$ cat src/rtl/scan_chain_loader_pkg.sv
// Shared definitions for the scan chain loader: FSM state encoding and
// counter sizing helpers.
package scan_chain_loader_pkg;

  typedef enum logic [2:0] {
    S_IDLE,
    S_WAIT,
    S_LOW,
    S_HIGH,
    S_DONE
  } scan_state_e;

  // Counter width for a modulus of n; never narrower than one bit.
  function automatic int ctr_w(input int n);
    return (n > 1) ? $clog2(n) : 1;
  endfunction

  function automatic int words_per_load(input int chain_len, input int word_w);
    return chain_len / word_w;
  endfunction

endpackage

$ cat src/rtl/scan_chain_loader_if.sv
// Config-word handshake and readback bus between a host and the scan chain loader.
interface scan_chain_loader_if #(
  parameter int WORD_W = 8
);
  logic              cfg_valid;
  logic              cfg_ready;
  logic [WORD_W-1:0] cfg_data;
  logic              cfg_last;
  logic              rb_valid;
  logic [WORD_W-1:0] rb_data;

  modport master (
    output cfg_valid, cfg_data, cfg_last,
    input  cfg_ready, rb_valid, rb_data
  );

  modport slave (
    input  cfg_valid, cfg_data, cfg_last,
    output cfg_ready, rb_valid, rb_data
  );
endinterface

$ cat src/rtl/scan_chain_loader_phase_ctr.sv
// Times one shift_clk phase: counts DIV clk cycles while run is high and
// flags the final cycle of the phase.
module scan_chain_loader_phase_ctr
  import scan_chain_loader_pkg::*;
#(
  parameter int DIV = 2
) (
  input  logic clk,
  input  logic rst_n,
  input  logic run,
  output logic last
);
  localparam int CW = ctr_w(DIV);

  logic [CW-1:0] cnt;

  assign last = run && (cnt == CW'(DIV - 1));

  always_ff @(posedge clk) begin
    if (!rst_n) begin
      cnt <= '0;
    end else if (!run || last) begin
      cnt <= '0;
    end else begin
      cnt <= cnt + 1'b1;
    end
  end
endmodule

$ cat src/rtl/scan_chain_loader.sv
// Serializes config words LSB-first into a scan chain with a flop-generated
// shift_clk, capturing the chain tail into readback words as it goes.
module scan_chain_loader
  import scan_chain_loader_pkg::*;
#(
  parameter int CHAIN_LEN = 64,
  parameter int WORD_W    = 8,
  parameter int DIV       = 2
) (
  input  logic                clk,
  input  logic                rst_n,
  scan_chain_loader_if.slave  cfg,
  output logic                shift_clk,
  output logic                shift_i,
  input  logic                shift_o,
  output logic                busy,
  output logic                done,
  output logic                err
);
  localparam int WORDS   = words_per_load(CHAIN_LEN, WORD_W);
  localparam int BIT_W   = ctr_w(WORD_W);
  localparam int WORD_CW = ctr_w(WORDS);

  scan_state_e        state;
  logic [BIT_W-1:0]   bit_cnt;
  logic [WORD_CW-1:0] word_cnt;
  logic [WORD_W-1:0]  data_sr;
  logic [WORD_W-1:0]  data_nxt;
  logic [WORD_W-1:0]  rb_sr;
  logic               phase_run;
  logic               phase_last;
  logic               take;
  logic               low_end;
  logic               high_step;
  logic               last_bit;
  logic               final_word;

  assign phase_run  = (state == S_LOW) || (state == S_HIGH);
  assign take       = ((state == S_IDLE) || (state == S_WAIT)) && cfg.cfg_valid;
  assign low_end    = (state == S_LOW) && phase_last;
  assign last_bit   = (bit_cnt == BIT_W'(WORD_W - 1));
  assign high_step  = (state == S_HIGH) && phase_last && !last_bit;
  assign final_word = (word_cnt == WORD_CW'(WORDS - 1));
  assign data_nxt   = data_sr >> 1;

  scan_chain_loader_phase_ctr #(.DIV(DIV)) u_phase (
    .clk   (clk),
    .rst_n (rst_n),
    .run   (phase_run),
    .last  (phase_last)
  );

  // Data shift registers carry no reset; the FSM decides when they are meaningful.
  always_ff @(posedge clk) begin
    if (take) begin
      data_sr <= cfg.cfg_data;
    end else if (high_step) begin
      data_sr <= data_nxt;
    end
    if (low_end) begin
      rb_sr <= {shift_o, rb_sr[WORD_W-1:1]};
    end
  end

  always_ff @(posedge clk) begin
    if (!rst_n) begin
      state         <= S_IDLE;
      bit_cnt       <= '0;
      word_cnt      <= '0;
      cfg.cfg_ready <= 1'b1;
      cfg.rb_valid  <= 1'b0;
      cfg.rb_data   <= '0;
      shift_clk     <= 1'b0;
      shift_i       <= 1'b0;
      busy          <= 1'b0;
      done          <= 1'b0;
      err           <= 1'b0;
    end else begin
      cfg.rb_valid <= 1'b0;
      done         <= 1'b0;
      case (state)
        S_IDLE, S_WAIT: begin
          if (take) begin
            shift_i       <= cfg.cfg_data[0];
            bit_cnt       <= '0;
            cfg.cfg_ready <= 1'b0;
            busy          <= 1'b1;
            state         <= S_LOW;
            // Framing is flagged but never shortens or extends the load.
            if (cfg.cfg_last != final_word) begin
              err <= 1'b1;
            end
          end
        end
        S_LOW: begin
          if (phase_last) begin
            shift_clk <= 1'b1;
            state     <= S_HIGH;
          end
        end
        S_HIGH: begin
          if (phase_last) begin
            shift_clk <= 1'b0;
            if (!last_bit) begin
              bit_cnt <= bit_cnt + 1'b1;
              shift_i <= data_nxt[0];
              state   <= S_LOW;
            end else begin
              cfg.rb_valid <= 1'b1;
              cfg.rb_data  <= rb_sr;
              if (final_word) begin
                done  <= 1'b1;
                state <= S_DONE;
              end else begin
                word_cnt      <= word_cnt + 1'b1;
                cfg.cfg_ready <= 1'b1;
                state         <= S_WAIT;
              end
            end
          end
        end
        S_DONE: begin
          word_cnt      <= '0;
          busy          <= 1'b0;
          cfg.cfg_ready <= 1'b1;
          state         <= S_IDLE;
        end
        default: state <= S_IDLE;
      endcase
    end
  end
endmodule

$ cat src/flat_wrapper.sv
// flat-port wrapper written by rule: the top's interface ports become plain ports
module scan_chain_loader_flat import scan_chain_loader_pkg::*;
#(
  parameter int CHAIN_LEN = 64,
  parameter int WORD_W    = 8,
  parameter int DIV       = 2
)
  (clk, rst_n, shift_clk, shift_i, shift_o, busy, done, err, cfg_cfg_valid, cfg_cfg_data, cfg_cfg_last, cfg_cfg_ready, cfg_rb_valid, cfg_rb_data);
  scan_chain_loader_if #(.WORD_W(WORD_W)) cfg_i ();
  input  logic clk;
  input  logic rst_n;
  output logic shift_clk;
  output logic shift_i;
  input  logic shift_o;
  output logic busy;
  output logic done;
  output logic err;
  input wire logic [$bits(cfg_i.cfg_valid)-1:0] cfg_cfg_valid;
  input wire logic [$bits(cfg_i.cfg_data)-1:0] cfg_cfg_data;
  input wire logic [$bits(cfg_i.cfg_last)-1:0] cfg_cfg_last;
  output wire logic [$bits(cfg_i.cfg_ready)-1:0] cfg_cfg_ready;
  output wire logic [$bits(cfg_i.rb_valid)-1:0] cfg_rb_valid;
  output wire logic [$bits(cfg_i.rb_data)-1:0] cfg_rb_data;
  assign cfg_i.cfg_valid = cfg_cfg_valid;
  assign cfg_i.cfg_data = cfg_cfg_data;
  assign cfg_i.cfg_last = cfg_cfg_last;
  assign cfg_cfg_ready = cfg_i.cfg_ready;
  assign cfg_rb_valid = cfg_i.rb_valid;
  assign cfg_rb_data = cfg_i.rb_data;
  scan_chain_loader #(.CHAIN_LEN(CHAIN_LEN), .WORD_W(WORD_W), .DIV(DIV)) u_core (.clk(clk), .rst_n(rst_n), .cfg(cfg_i), .shift_clk(shift_clk), .shift_i(shift_i), .shift_o(shift_o), .busy(busy), .done(done), .err(err));
endmodule
$ cat config.mk
export PLATFORM = sky130hd
export DESIGN_NAME = scan_chain_loader_flat
export DESIGN_NICKNAME = d
export VERILOG_FILES = /design/src/rtl/scan_chain_loader_pkg.sv /design/src/rtl/scan_chain_loader_if.sv /design/src/rtl/scan_chain_loader_phase_ctr.sv /design/src/rtl/scan_chain_loader.sv /design/src/flat_wrapper.sv
export SDC_FILE = /design/constraint.sdc
export NUM_CORES = 1
export LEC_CHECK = 0
export BUFFER_PORTS_ARGS = -buffer_cell sky130_fd_sc_hd__buf_2
export CAP_MARGIN = 15
export CELL_PAD_IN_SITES_DETAIL_PLACEMENT = 0
export CELL_PAD_IN_SITES_GLOBAL_PLACEMENT = 1
export CORE_MARGIN = 1
export CORE_UTILIZATION = 45
export CTS_BUF_LIST = sky130_fd_sc_hd__clkbuf_4
export DETAILED_ROUTE_END_ITERATION = 12
export PLACE_DENSITY = 0.81
export RECOVER_POWER = 100
export SLEW_MARGIN = 40
export SYNTH_ARGS = -nofsm -noshare
export SYNTH_HDL_FRONTEND = slang
export SYNTH_HIERARCHICAL = 1
export SYNTH_SLANG_ARGS = --single-unit
$ cat constraint.sdc
create_clock -name clk -period 3.01 [get_ports clk]
set_input_delay 0.1505 -clock clk [delete_from_list [all_inputs] [get_ports clk]]
set_output_delay 0.1505 -clock clk [all_outputs]
set_load 0.1 [all_outputs]
==> flow_summary.yaml, run 1 <==
run_status:
  outcome: "finished clean"
global_routing:
  grt_pass1_vias: 1195
  antenna_found_initial: 0
  overflow: 0
  grt_max_degree: 16
  grt_pass1_wl_um: 5520
  track_usage_pct: 18.4
final_layout:
  finish.net_count: 207
  nFillCells: 342
  design_area_um2: 1950
  mostFrequentLayoutCell: "dfxtp_1"
  drive_gt1_share_pct: 13.2
  utilization_pct: 56.2
  layout_common_cells: "25 x dfxtp_1, 18 x nand2_1, 16 x a21oi_1"
  diodes: 0
  syn_to_final_growth_pct: 15.9
critical_path:
  endpoint: "u_core/data_sr[5]"
  crit-reg2reg-launch: "u_core/state[1]"
  cp.required_ps: 3080
  worst_setup_path_start_kind: "flop"
  reg2regPathDepth: 6
  rrSetupSlack_ps: 450
  crit_fanout: 14
  arrival_ps: 2620
  path_class: "reg -> reg"
  r2r_end: "u_core/data_sr[5]"
  critPathLaunch: "u_core/state[1]"
  end_kind: "flop"
sta:
  hold_violations: 0
  rsz0062_at_grt: "no"
  worst_slack_ps: 455
  tns_ps: 0
  tightest_slew_ps: 1170
  final-setup-viol-count: 0
  max_freq_mhz: 391
  worst_clock_skew_ps: 13.5
  post-route-period-util_pct: 84.9
  post-route-min-period_ps: 2560
  finalMaxSlewViolations: 0
  slew_headroom_pct: 22.1
synth:
  syn-mean-instance-area_um2: 10.4
  syn_nets: 180
  yosys.area.top_type: "dfxtp_1"
  yosysUniqueCellTypes: 38
  ys_warn_count: 6
  synth_top_area_share_pct: 29.8
  ys_seq_area_share_pct: 56.5
  synth_edf_count: 15
  synth_cells: 162
  synth_ff_type: "dfxtp_1"
  synth_area_leaders: "dfxtp_1 30%, edfxtp_1 27%, a21oi_1 4.8%, nand2_1 4.0%, o21ai_0 3.9%"
  synthArstFlopShare_pct: 0
  ys_ff_latch: 40
  syn_area_um2: 1680
place:
  dp_slack_ps: 611
  dpl_cell_area_um2: 1840
  place_congestion: 0.769
  numPortBuffers: 27
  dp_hpwl_um: 2310
floorplanning:
  die-area_um2: 3990
  core_area_um2: 3470
  dieWidth_um: 63.1
  io_pins: 28
  die_h_um: 63.1
  start_util_pct: 48.5
  row_count: 21
cts:
  clkLatencyLatePin_ps: 360
  post_cts_buffers: 0
  clk_pin_slew_ps: 110
  clk_path_buf_depth: 2
  root_buffer: "clkbuf_4"
  cts_tree: "done"
  numClockSinks: 40
  numCtsBuffers: 5
  cts_max_level: 2
  postCtsHoldBufs: 1
  cts_resized: 0
route:
  drtIter0Drc: 61
  drc: 0
  via_per_inst: 5.46
  firstDrtPassIters: 4
  dr_total_vias: 1289
  routed_wl_um: 3330
  ant_nets: 0
  wl_per_cell_um: 14.1
pwr:
  p_leak_nw: 0.771
  powerDensity_nw_per_um2: 615
  p_total_w: 0.00120
  ir_drop_mv: 0.447
run:
  maxCapViolCount: 0
hold_path:
  min_path_type: "in -> reg"
-- critical path: stages (launching register included) --
cell,delay (ps)
dfxtp_1,600
nand2b_1,300
inv_1,320
and2_2,270
nand4b_1,320
o21ai_0,260
buf_4,200
-- cells by family (layout without fill, tap and decap cells) --
family	count (synthesis)	in the layout	synth area share, %
xor gates and xnor gates	1	1	0.521
muxes	1	1	0.595
adders and majority gates	5	5	3.72
AOI/OAI and AO/OA	42	42	15.6
DFF	40	40	56.5
and+or+nand+nor	61	61	20.0
buffers and inverters	12	40	3.05
-- power by group --
group / internal [W] / leakage, nW / switching [W]
Clock: 0.000342 / 0.0654 / 0.000174
Sequential: 0.000577 / 0.343 / 0.00000935
Combinational: 0.0000263 / 0.362 / 0.0000712
-- worst min-delay path by stage --
stage                     from                end  slack [ps]  depth (start not counted)
3_3_place_gp           shift_o    u_core/rb_sr[7]         330                          1
6_report       cfg_cfg_data[4]  u_core/data_sr[4]          50                          3
5_1_grt        cfg_cfg_data[2]  u_core/data_sr[2]          40                          3
3_5_place_dp           shift_o    u_core/rb_sr[7]         330                          1
2_1_floorplan          shift_o    u_core/rb_sr[7]         250                          0
4_1_cts        cfg_cfg_data[4]  u_core/data_sr[4]          40                          3
-- through the flow --
stage               std cells  hold slack [ps]
floorplan                 162              249
CTS                       236             43.5
finish                    236             55.0
global route              236             41.9
detailed placement        227              330
global placement          227              329
-- cell usage after synthesis (all sizes together) (2+ instances only) --
cell type,instances
dfxtp,25
nand2,18
a21oi,16
edfxtp,15
o21ai,13
nand3,11
nor2,6
buf,5
ha,5
nor3b,5
and2,4
clkbuf,4
nand2b,4
o21a,4
inv,3
nand3b,2
nor3,2
o211a,2
or3,2
or3b,2
-- layout make-up --
class	count	area (um2)	area share, %
Clock buffer	5	37.5	1.93
Timing Repair Buffer	29	134	6.87
Sequential cell	40	951	48.8
Clock inverter	3	90.1	4.62
Inverter	3	11.3	0.578
Tap cell	46	57.6	2.95
Multi-Input combinational cell	110	668	34.3
-- per-layer routing --
metal / up-vias / global-route usage (%) / share of wire (%)
li1: 633 / - / -
met2: 31 / 28.8 / 48
met4: 0 / 7.85 / 0.84
met5: - / 0 / 0
met1: 622 / 23.6 / 47
met3: 3 / 5.07 / 4.4
-- flip-flops by register name (all words and copies together) (netlist names) --
register	count
u_core/cfg.rb_data	8
u_core/rb_sr	8
u_core/data_sr	7
u_core/bit_cnt	3
u_core/state	3
u_core/word_cnt	3
u_core/busy	1
u_core/cfg.cfg_ready	1
u_core/cfg.rb_valid	1
u_core/done	1
u_core/err	1
u_core/shift_clk	1
u_core/shift_i	1
u_core/u_phase/cnt	1
(Power assumes the default switching activity.)
==> inputs of run 2 (changes only) <==
ABC_AREA = 1   (was default)
CORE_UTILIZATION = 43   (was 45)
clock period = 2.7 ns   (was 3.01 ns; I/O delays follow)
==> run 2 against run 1 <==
Routed wire length down 10%; sequential cell count unchanged; cell area down 3.3%; area after synthesis down 2.2%; via count up 1.6%; register-to-register slack better by 270 ps; critical endpoint is now u_core/word_cnt[0].
==> flow_summary.yaml, run 2 <==
route:
  dr_wl_met2_um: 1320
  dr_total_vias: 1310
  via_per_inst: 4.85
  routed_wl_um: 3000
  wl_per_cell_um: 11.1
  ant_nets: 0
  drtIter0Drc: 81
  wl_met3_um: 158
  drc: 0
  wl_met1_um: 1470
  top_layer: "met4"
  firstDrtPassIters: 4
sta:
  tightest_slew_ps: 1170
  tns_ps: 0
  post-route-min-period_ps: 1970
  whs_ps: 45.2
  post-route-period-util_pct: 73.0
  finalMaxSlewViolations: 0
  max_freq_mhz: 507
  hold_violations: 0
  worst_clock_skew_ps: 11.8
  rsz0062_at_grt: "no"
  final-setup-viol-count: 0
  slew_headroom_pct: 22.1
synth:
  synth_edf_count: 15
  post-synth-top-count-cell: "nand2_1"
  synth_cells: 191
  yosys.area.top_type: "dfxtp_1"
  ys_seq_area_share_pct: 57.8
  synthArstFlopShare_pct: 0
  synth_area_leaders: "dfxtp_1 30%, edfxtp_1 27%, nand2_1 11%, nor2_1 6.4%, inv_1 4.6%"
  syn_nets: 209
  yosysUniqueCellTypes: 22
  synth_top_area_share_pct: 30.4
  ys_ff_latch: 40
  synth_ff_type: "dfxtp_1"
  ys_top_cells_by_count: "50 x nand2_1, 28 x nor2_1, 25 x dfxtp_1"
  syn-mean-instance-area_um2: 8.61
  ys_warn_count: 6
  syn_area_um2: 1650
cts:
  clkLatencyLatePin_ps: 350
  post_cts_buffers: 0
  numCtsBuffers: 5
  postCtsHoldBufs: 1
  cts_max_level: 2
  clk_pin_slew_ps: 110
  numClockSinks: 40
  clk_path_buf_depth: 2
  cts_resized: 0
  cts_tree: "done"
  root_buffer: "clkbuf_4"
place:
  place_congestion: 0.795
  dp_hpwl_um: 2210
  numPortBuffers: 27
  dpl_cell_area_um2: 1820
  placed_cells: 261
critical_path:
  end_kind: "flop"
  crit_buf_inv: 4
  slowest_stage: "o21ai_0"
  cp.required_ps: 2990
  crit_fanout: 6
  crit_path_max_incr_delay_ps: 490
  worstPathCellList: "inv_1 -> nand2_1 -> inv_1 -> nand2_1 -> inv_1 -> inv_1 -> o21ai_0 -> nand2_1 -> nand2_1 -> nand2_1 -> nor2_1"
  path_delay_family: "simple AND/OR/NAND/NOR gates"
  arrival_ps: 2260
  crit_top_cell: "nand2_1"
  rrSetupSlack_ps: 730
  path_class: "reg -> reg"
  worst_setup_path_start_kind: "flop"
floorplanning:
  die_h_um: 63.9
  dieWidth_um: 63.9
  core_area_um2: 3660
  row_count: 22
  die-area_um2: 4080
  io_pins: 28
  start_util_pct: 44.9
global_routing:
  grt_pass1_vias: 1178
  track_usage_pct: 16.7
  grt_max_degree: 16
  antenna_found_initial: 0
  grt_pass1_wl_um: 5200
  overflow: 0
pwr:
  clockPowerShare_pct: 33.6
  switching_share_pct: 24.6
  intPower_w: 0.000879
  powerDensity_nw_per_um2: 619
  combPwrFrac_pct: 10.0
  p_leak_nw: 0.824
  ir_drop_mv: 0.312
  p_switching_w: 0.000286
  pwr-share-seq_pct: 56.4
final_layout:
  mostFrequentLayoutCell: "nand2_1"
  nFillCells: 338
  final_cells: 270
  largestRegisters: "u_core/cfg.rb_data x8, u_core/rb_sr x8, u_core/data_sr x7"
  syn_to_final_growth_pct: 14.5
  design_area_um2: 1880
  drive_gt1_share_pct: 10.8
  diodes: 0
  finish.net_count: 239
  layout_common_cells: "50 x nand2_1, 28 x nor2_1, 25 x dfxtp_1"
run_status:
  outcome: "finished clean"
run:
  maxCapViolCount: 0
hold_path:
  min_path_type: "in -> reg"
run 2: cell types whose count changed in the layout (fill, tap and decap cells not counted), sizes merged, moves of 3 or more:
cell,before,now
nand2b,4,0
nor3b,5,0
and2,4,0
nor2,6,30
o21a,4,1
nand2,18,52
a21oi,16,8
inv,3,20
run 2: through the flow:
stage / setup WS [ps] / util (%) / total power [W]
after floorplan: 1240 / - / 0.000761
after detailed placement: 907 / 49.7 / 0.000788
after global routing: 528 / 51.5 / 0.00122
after global placement: 990 / 49.7 / 0.000785
final: 728 / 51.5 / 0.00117
after CTS: 884 / 52.1 / 0.00118
run 2: kinds of logic (layout without fill, tap and decap cells):
logic type	after synthesis	count (layout)	share of synthesized area (%)
flip-flops	40	40	57.8
buffers and inverters	25	56	5.93
AND/OR/NAND/NOR	98	98	25.0
adder cells (fa/ha/maj)	5	5	3.80
XOR/XNOR	1	1	0.532
AO/OA/AOI/OAI	22	22	6.92
run 2: worst paths after layout:
| kind | start | end | depth (start not counted) |
|---|---|---|---|
| worst max register to register | u_core/state[2] | u_core/word_cnt[0] | 11 |
| worst min-delay path | cfg_cfg_data[2] | u_core/data_sr[2] | 3 |
| worst max-delay path | u_core/state[2] | u_core/word_cnt[0] | 11 |
| worst min register to register | u_core/u_phase/cnt | u_core/u_phase/cnt | 1 |
run 2: layout make-up:
type,instances,area (um2),share of cell area (%)
well taps,48,60.1,3.19
inverters,20,75.1,3.98
multi-input cells,126,592,31.4
repair buffers,28,126,6.71
clock inverters,2,35.0,1.86
flip-flops and latches,40,951,50.5
clock buffers,6,45.0,2.39
run 2: layer usage:
metal,global-route usage (%),up-vias
met5,0,-
met4,5.97,0
met3,5.36,7
met2,26.1,28
met1,21.7,603
li1,-,672
run 2: tightest hold or removal path, stage by stage:
cell and delay [ps]:
buf_2 70, nand2_1 40, nand2_1 50
run 2: power by group through the flow:
stage	logic, W	clock network, W	registers [W]
final	0.000117	0.000392	0.000657
after global routing	0.000128	0.000437	0.000659
after CTS	0.000119	0.000407	0.000657
after detailed placement	0.000118	0	0.000670
after global placement	0.000116	0	0.000670
after floorplan	0.0000574	0	0.000703
==> inputs of run 3 (changes only) <==
ABC_AREA = 0   (was 1)
CORE_UTILIZATION = 40   (was 43)
PLACE_DENSITY = 0.77   (was 0.81)
clock period = 1.8 ns   (was 2.7 ns; I/O delays follow)
==> run 3 against run 2 <==
Worst hold slack got worse by 20 ps; largest power group unchanged; cell count decreased by 5.2%; critical endpoint unchanged; first-iteration DRC count increased by 20%; sequential cell count unchanged.
==> flow_summary.yaml, run 3 (synthesis gave the netlist of run 1 again) <==
sta:
  rsz0062_at_grt: "no"
  slew_headroom_pct: 62.1
  hold_violations: 0
  worst_slack_ps: 72.0
  tns_ps: 0
  worst_clock_skew_ps: 3.62
  tightest_slew_ps: 563
  post-route-min-period_ps: 1730
  finalMaxSlewViolations: 0
  max_freq_mhz: 579
  post-route-period-util_pct: 96.0
  final-setup-viol-count: 0
floorplanning:
  dieWidth_um: 66.8
  row_count: 23
  die-area_um2: 4470
  io_pins: 28
  core_area_um2: 4030
  start_util_pct: 41.7
  die_h_um: 66.8
final_layout:
  largestRegisters: "u_core/cfg.rb_data x8, u_core/rb_sr x8, u_core/data_sr x7"
  diodes: 0
  syn_to_final_growth_pct: 26.9
  layout_common_cells: "25 x dfxtp_1, 18 x nand2_1, 17 x clkbuf_2"
  finish.net_count: 223
  drive_gt1_share_pct: 24.8
  mostFrequentLayoutCell: "dfxtp_1"
  utilization_pct: 53.0
  final_cells: 256
  design_area_um2: 2130
  nFillCells: 383
critical_path:
  path_delay_family: "simple AND/OR/NAND/NOR gates"
  worstPathCellList: "ha_1 -> ha_1 -> or3b_1 -> or3_1 -> a21oi_1"
  worst_setup_path_start_kind: "flop"
  cp.required_ps: 2080
  reg2regPathDepth: 5
  crit_buf_inv: 0
  path_class: "reg -> reg"
  end_kind: "flop"
  r2r_end: "u_core/word_cnt[0]"
  crit-reg2reg-launch: "u_core/word_cnt[0]"
  rrSetupSlack_ps: 70
  crit_fanout: 5
  crit_top_cell: "ha_1"
  slowest_stage: "or3b_1"
  arrival_ps: 2010
  crit_path_max_incr_delay_ps: 410
route:
  firstDrtPassIters: 4
  drtIter0Drc: 97
  ant_nets: 0
  drc: 0
  via_per_inst: 5.42
  routed_wl_um: 3620
  wl_per_cell_um: 14.2
  dr_total_vias: 1387
global_routing:
  grt_max_degree: 14
  grt_pass1_wl_um: 5950
  grt_pass1_vias: 1282
  overflow: 0
  antenna_found_initial: 0
  track_usage_pct: 18.5
place:
  placed_cells: 240
  dp_slack_ps: 88.9
  dp_hpwl_um: 2540
  numPortBuffers: 27
  place_congestion: 0.764
  dpl_cell_area_um2: 1940
pwr:
  combPwrFrac_pct: 9.6
  pwr-share-seq_pct: 47.8
  clockPowerShare_pct: 42.6
  p_leak_nw: 0.911
  switching_share_pct: 21.6
  p_switching_w: 0.000442
  powerDensity_nw_per_um2: 958
  intPower_w: 0.00160
  ir_drop_mv: 0.408
cts:
  numClockSinks: 40
  cts_tree: "done"
  numCtsBuffers: 5
  root_buffer: "clkbuf_4"
  clk_path_buf_depth: 2
  clkLatencyLatePin_ps: 340
  post_cts_buffers: 0
  clk_pin_slew_ps: 120
  cts_max_level: 2
run:
  maxCapViolCount: 0
hold_path:
  min_path_type: "in -> reg"
  whs_path_depth: 2
  whs_endpoint: "u_core/bit_cnt[1]"
  hold_start: "rst_n"
run_status:
  outcome: "finished clean"
-- run 3: power groups by stage --
stage	Combinational [W]	Sequential, W	Clock [W]
after global placement	0.000181	0.000995	0
after global routing	0.000212	0.000980	0.000923
after detailed placement	0.000184	0.000997	0
after CTS	0.000197	0.000976	0.000887
final	0.000196	0.000976	0.000871
after floorplan	0.0000798	0.00105	0
-- run 3: cell type report --
| type | count | area [um2] | share of cell area (%) |
|---|---|---|---|
| Clock buffer | 5 | 37.5 | 1.76 |
| Inverter | 3 | 11.3 | 0.528 |
| Sequential cell | 40 | 951 | 44.5 |
| Timing Repair Buffer | 45 | 274 | 12.8 |
| Multi-Input combinational cell | 110 | 708 | 33.2 |
| Clock inverter | 3 | 90.1 | 4.22 |
| Tap cell | 50 | 62.6 | 2.93 |
-- run 3: timing repair --
item,in CTS,in global routing
gates resized for setup,0,1
endpoints found under the setup margin,0,5
hold buffers,7,1
hold endpoints to repair,7,1
-- run 3: how the worst max path moves through the flow --
stage,cells after the start,to,from,slack [ps]
detailed placement,5,u_core/word_cnt[0],u_core/word_cnt[0],90
floorplan,7,u_core/data_sr[1],u_core/state[2],2
global route,5,u_core/word_cnt[0],u_core/word_cnt[0],9
global placement,5,u_core/word_cnt[0],u_core/word_cnt[0],190
finish,5,u_core/word_cnt[0],u_core/word_cnt[0],70
CTS,5,u_core/word_cnt[0],u_core/word_cnt[0],60
-- run 3: layer usage --
metal	wire, um	global-route usage [%]	up-vias
met1	1630	22.3	673
li1	-	-	668
met5	0	0	-
met3	181	5.48	7
met2	1750	30.2	39
met4	63	8.51	0
-- run 3: stage by stage --
step                total power (W)  hold WS, ps
CTS                         0.00206         5.44
finish                      0.00204         24.8
global route                0.00211         16.0
floorplan                   0.00113          189
global placement            0.00118          268
detailed placement          0.00118          268
